`src/rtl/product_accumulator.sv`:
```
// Multiply-accumulate back end: sums a programmed number of multiplier products
// into a wide accumulator and holds the sum behind a valid/ready handshake.
module product_accumulator #(
  parameter int DATA_WIDTH = 16,
  parameter int ACC_WIDTH  = 40,
  parameter int LEN_WIDTH  = 8,
  parameter int SATURATE   = 0
) (
  input  logic                    clk_i,
  input  logic                    rst_n_i,
  input  logic                    clk_en_i,
  input  logic                    start_i,
  input  logic [LEN_WIDTH-1:0]    length_i,
  input  logic [2*DATA_WIDTH-1:0] product_i,
  input  logic                    product_valid_i,
  input  logic                    result_ready_i,
  output logic [ACC_WIDTH-1:0]    result_o,
  output logic                    result_valid_o,
  output logic                    overflow_o,
  output logic                    busy_o,
  output logic                    stall_o
);

  typedef enum logic [1:0] {
    IDLE,
    ACCUM,
    HOLD
  } state_e;

  state_e               state_q;
  logic [ACC_WIDTH-1:0] acc_q;
  logic                 ovf_q;
  logic [LEN_WIDTH-1:0] rem_q;

  logic [ACC_WIDTH:0]   prod_ext;
  logic [ACC_WIDTH:0]   sum_full;
  logic [ACC_WIDTH-1:0] acc_d;
  logic                 ovf_d;

  // One extra bit on the adder captures the carry out of ACC_WIDTH.
  always_comb begin
    prod_ext                   = '0;
    prod_ext[2*DATA_WIDTH-1:0] = product_i;
    sum_full                   = {1'b0, acc_q} + prod_ext;
    ovf_d                      = ovf_q | sum_full[ACC_WIDTH];
    acc_d                      = sum_full[ACC_WIDTH-1:0];
    if ((SATURATE != 0) && ovf_d) begin
      acc_d = '1;
    end
  end

  always_ff @(posedge clk_i or negedge rst_n_i) begin
    if (!rst_n_i) begin
      state_q <= IDLE;
      acc_q   <= '0;
      ovf_q   <= 1'b0;
      rem_q   <= '0;
    end else if (clk_en_i) begin
      case (state_q)
        IDLE: begin
          if (start_i) begin
            acc_q   <= '0;
            ovf_q   <= 1'b0;
            rem_q   <= length_i;
            state_q <= (length_i != '0) ? ACCUM : HOLD;
          end
        end
        ACCUM: begin
          if (product_valid_i) begin
            acc_q <= acc_d;
            ovf_q <= ovf_d;
            rem_q <= rem_q - 1'b1;
            if (rem_q == LEN_WIDTH'(1)) begin
              state_q <= HOLD;
            end
          end
        end
        HOLD: begin
          if (result_ready_i) begin
            state_q <= IDLE;
          end
        end
        default: state_q <= IDLE;
      endcase
    end
  end

  // Stall depends only on the registered state and ready, never on product inputs.
  assign result_o       = acc_q;
  assign overflow_o     = ovf_q;
  assign result_valid_o = (state_q == HOLD);
  assign busy_o         = (state_q != IDLE);
  assign stall_o        = (state_q == HOLD) & ~result_ready_i;

endmodule

```
`config.mk`:
```
export PLATFORM = sky130hd
export DESIGN_NAME = product_accumulator
export DESIGN_NICKNAME = d
export VERILOG_FILES = /design/src/rtl/product_accumulator.sv
export SDC_FILE = /design/constraint.sdc
export NUM_CORES = 1
export LEC_CHECK = 0
export ABC_AREA = 0
export BUFFER_PORTS_ARGS = -buffer_cell sky130_fd_sc_hd__buf_2
export CELL_PAD_IN_SITES_DETAIL_PLACEMENT = 1
export CELL_PAD_IN_SITES_GLOBAL_PLACEMENT = 2
export CORE_MARGIN = 2
export CORE_UTILIZATION = 29
export CTS_CLUSTER_SIZE = 14
export DETAILED_ROUTE_END_ITERATION = 16
export GPL_TIMING_DRIVEN = 1
export MAX_ROUTING_LAYER = met4
export PLACE_DENSITY_LB_ADDON = 0.1
export REMOVE_ABC_BUFFERS = 1
export SYNTH_ARGS = -nofsm -noshare
export SYNTH_HDL_FRONTEND = slang
export SYNTH_SLANG_ARGS = --single-unit
```
`constraint.sdc`:
```
create_clock -name clk_i -period 2.58 [get_ports clk_i]
set_clock_uncertainty 0.05 [all_clocks]
set_input_delay 0 -clock clk_i [delete_from_list [all_inputs] [get_ports clk_i]]
set_output_delay 0 -clock clk_i [all_outputs]
set_load 0.01 [all_outputs]
```
==> results by group <==
Outcome
  – Outcome: finished with violations
  – Failing checks: negative setup slack

STA
  – Period utilization: 104%
  – Final Slew Violations: 0
  – Max Clk Rate: approximately 370 MHz
  – Slew @ Worst Pin: 713 ps
  – Final Hold Viols: 0
  – Setup violations, final: 8
  – RSZ-0062 raised after global routing: yes
  – Fin Setup TNS: -357 ps
  – Setup ws final: -116 ps
  – Slew Limit Headroom: 52.5%
  – Fin crit period: 2700 ps

Placed design
  – Placer Congestion: slightly above 0.8
  – Port Buffers: 89
  – Placed instance count: 801
  – DP Area: 0.00518 sq mm
  – Dpl hpwl: roughly 10,000 um
  – Dpl ws: -307 ps

Clocking
  – # clock sinks: 51
  – CTS buffer count: 5
  – CTS Root Cell: clkbuf_16
  – CTS Buffer Depth: 2
  – Latest clock arrival within the worst-skew pair: between 300 and 400 ps
  – Clk slew on worst S/H paths: 70 ps
  – CTS tree: done
  – CTS H-tree lvls: 2

Route
  – Post-route ant nets: 0
  – Routed vias/inst: 5.11
  – Avg WL per Cell: 16.8 um
  – Vias post-DR: about 4,300
  – Remaining DRCs: 0
  – Initial drt markers: 149
  – DR pass1 iterations: 4
  – Total wire length: ~14,000 um

Global routing
  – GRT Util Overall: 19.6%
  – Grt ovf: 0
  – Largest net degree at the start of global routing: 52
  – First-pass GRT wire length: 22,600 um
  – Vias in the first global route: 4,507
  – Initial antenna violation count: 0

Yosys
  – Area leader, netlist: dfrtp_1
  – Post-synth ARST share: 100%
  – Post-synth top cells: 67 x nand2_1, 51 x dfrtp_1, 46 x o21ai_0
  – Post-Syn Area per Cell: 8.44 sq um
  – Cell with the most instances after synthesis: nand2_1
  – Syn Inst Count: 480
  – Post-synth EDFFs: 0
  – Seq cells post-synth: 51
  – Top cell type's share of synthesized area: 31.5%
  – Mapped Area: 0.00405 sq mm
  – Main synth FF type: dfrtp_1
  – YS warnings: 0
  – Largest cells by area after synthesis: dfrtp_1 31%, ha_1 10%, nand2_1 6.2%
  – Netlist cell types: 61
  – Seq/Total Area, Yosys: between 30% and 40%

Critical path
  – Setup CP Type: reg2reg
  – Cell family with most CP delay: compound AO/OA/AOI/OAI gates
  – CP required: 2720 ps
  – Worst Setup End Kind: register
  – Startpoint types: register
  – Worst path max stage delay: 420 ps
  – Max Fanout on Critical Path: 3
  – Slowest stage cell, crit path: dfrtp_1
  – CP Cell Sequence: ha_4 > fa_2 > a21oi_4 > o21ai_2 > a21oi_2 > a211oi_2 > o2111a_1 > o21ba_4 > o211ai_1 > mux2_4
  – Crit path buf inv count: 0
  – CP arrival: roughly 2800 ps

Floorplan
  – Die Y: 122 um
  – Core box area: 0.0138 sq mm
  – Num rows: 43
  – Full die area: 0.0149 sq mm
  – Initial core utilization: 29.4%
  – I/O pin cnt: 90
  – Die W: around 120 um

Power
  – Worst VDD drop: roughly 0.00033 V
  – LEAKAGE: 2.81 nW
  – P per Cell Area: 961 mW/mm^2

Finish
  – Ant diodes: 0
  – Layout net count: 736
  – Design area: 0.00607 sq mm
  – Share of layout cells above drive strength 1: 40.4%
  – P&R area growth vs syn: 49.9%
  – Final Non-Filler Cells: 836

Run
  – Max-cap violations: 0

Worst hold path
  – Hold WC Path Type: in2reg
cell families (layout without fill, tap and decap cells):
kind of cell,after synthesis,count (layout),synth area share [%]
compound gates,163,163,27.1
xor+xnor,24,24,5.19
fa+ha+maj,35,35,11.0
buf+inv,31,207,3.12
flops,51,51,31.5
mux,9,9,2.28
simple gates,167,167,19.8
power by group:
part | switching (mW) | total [mW] | leakage (nW) | internal [mW]
sequential | 0.268 | 1.33 | 0.669 | 1.06
clock | 0.331 | 0.745 | 0.0761 | 0.414
combinational | 1.96 | 3.76 | 2.06 | 1.81
total | 2.55 | 5.83 | 2.81 | 3.28
repair_timing:
item | 4_1_cts | 5_1_grt
setup endpoints to repair | 18 | 22
pin swaps | 14 | 31
gates resized for setup | 35 | 65
hold endpoints to repair | 60 | 0
hold buffers | 10 | 0
setup buffers | 4 | 14
per-layer routing:
| metal | GRT usage [%] | vias to the layer above | part of all wire [%] |
|---|---|---|---|
| met4 | 4.31 | 0 | 1.4 |
| met3 | 2.88 | 14 | 2.7 |
| met2 | 32.3 | 68 | 47 |
| met5 | - | - | 0 |
| li1 | - | 2109 | - |
| met1 | 25.5 | 2085 | 49 |
state kept, by name, indices dropped and copies added (netlist names):
signal and flops:
result_o 40, rem_q 8, state_q 2, overflow_o 1
final cells by class:
| class | instances | area (sq um) |
|---|---|---|
| multi-input combinational | 398 | 3130 |
| clock inverter | 1 | 7.51 |
| sequential | 51 | 1280 |
| timing repair buffer | 188 | 1240 |
| clock buffer | 7 | 153 |
| inverter | 11 | 41.3 |
| fill | 1667 | 7700 |
| tap | 180 | 225 |
per-stage QoR:
step | power, mW | util, % | hold slack (ps)
after CTS | 5.49 | 41.0 | 8.03
after global placement | 4.45 | 37.6 | 143
final | 5.83 | 44.1 | 16.9
after floorplan | 3.14 | - | -346
after detailed placement | 4.51 | 37.6 | 139
after global routing | 6.34 | 44.1 | 16.8
path summary, 6_finish.rpt:
path | end | cells past startpoint | slack, ps | startpoint
max | result_o[34]$_DFFE_PN0P_ | 10 | -120 | result_o[0]$_DFFE_PN0P_
min | result_o[0]$_DFFE_PN0P_ | 3 | 20 | product_i[0]
max in group asynchronous | result_o[31]$_DFFE_PN0P_ | 3 | 1690 | rst_n_i
max reg2reg | result_o[34]$_DFFE_PN0P_ | 10 | -120 | result_o[0]$_DFFE_PN0P_
min in group asynchronous | result_o[17]$_DFFE_PN0P_ | 3 | 320 | rst_n_i
min reg2reg | result_o[12]$_DFFE_PN0P_ | 2 | 470 | result_o[12]$_DFFE_PN0P_
worst min-delay path, cell delays in order:
cell and delay [ps]:
buf_2 100, ha_4 120, a22o_1 110
layout by cell type (no fill, tap or decap), types with 6 or more instances in the layout:
| cell type | netlist | layout |
|---|---|---|
| buf_2 | 2 | 89 |
| buf_4 | 0 | 85 |
| nand2_1 | 67 | 65 |
| dfrtp_1 | 51 | 51 |
| o21ai_0 | 46 | 32 |
| nor2_1 | 31 | 27 |
| a21oi_1 | 32 | 19 |
| ha_4 | 0 | 17 |
| ha_1 | 34 | 16 |
| a21o_1 | 14 | 14 |
| xnor2_1 | 13 | 13 |
| a21oi_2 | 1 | 12 |
| o211ai_1 | 12 | 12 |
| inv_1 | 11 | 11 |
| nand2b_1 | 11 | 11 |
| xor2_1 | 11 | 11 |
| dlygate4sd3_1 | 0 | 10 |
| nand3_1 | 10 | 9 |
| nor3_1 | 10 | 9 |
| o21ai_1 | 1 | 8 |
| mux2i_1 | 7 | 7 |
| nor2b_1 | 6 | 6 |
| o21ai_2 | 0 | 6 |
| o21a_1 | 8 | 6 |
Power figures use the tool's default switching activity.
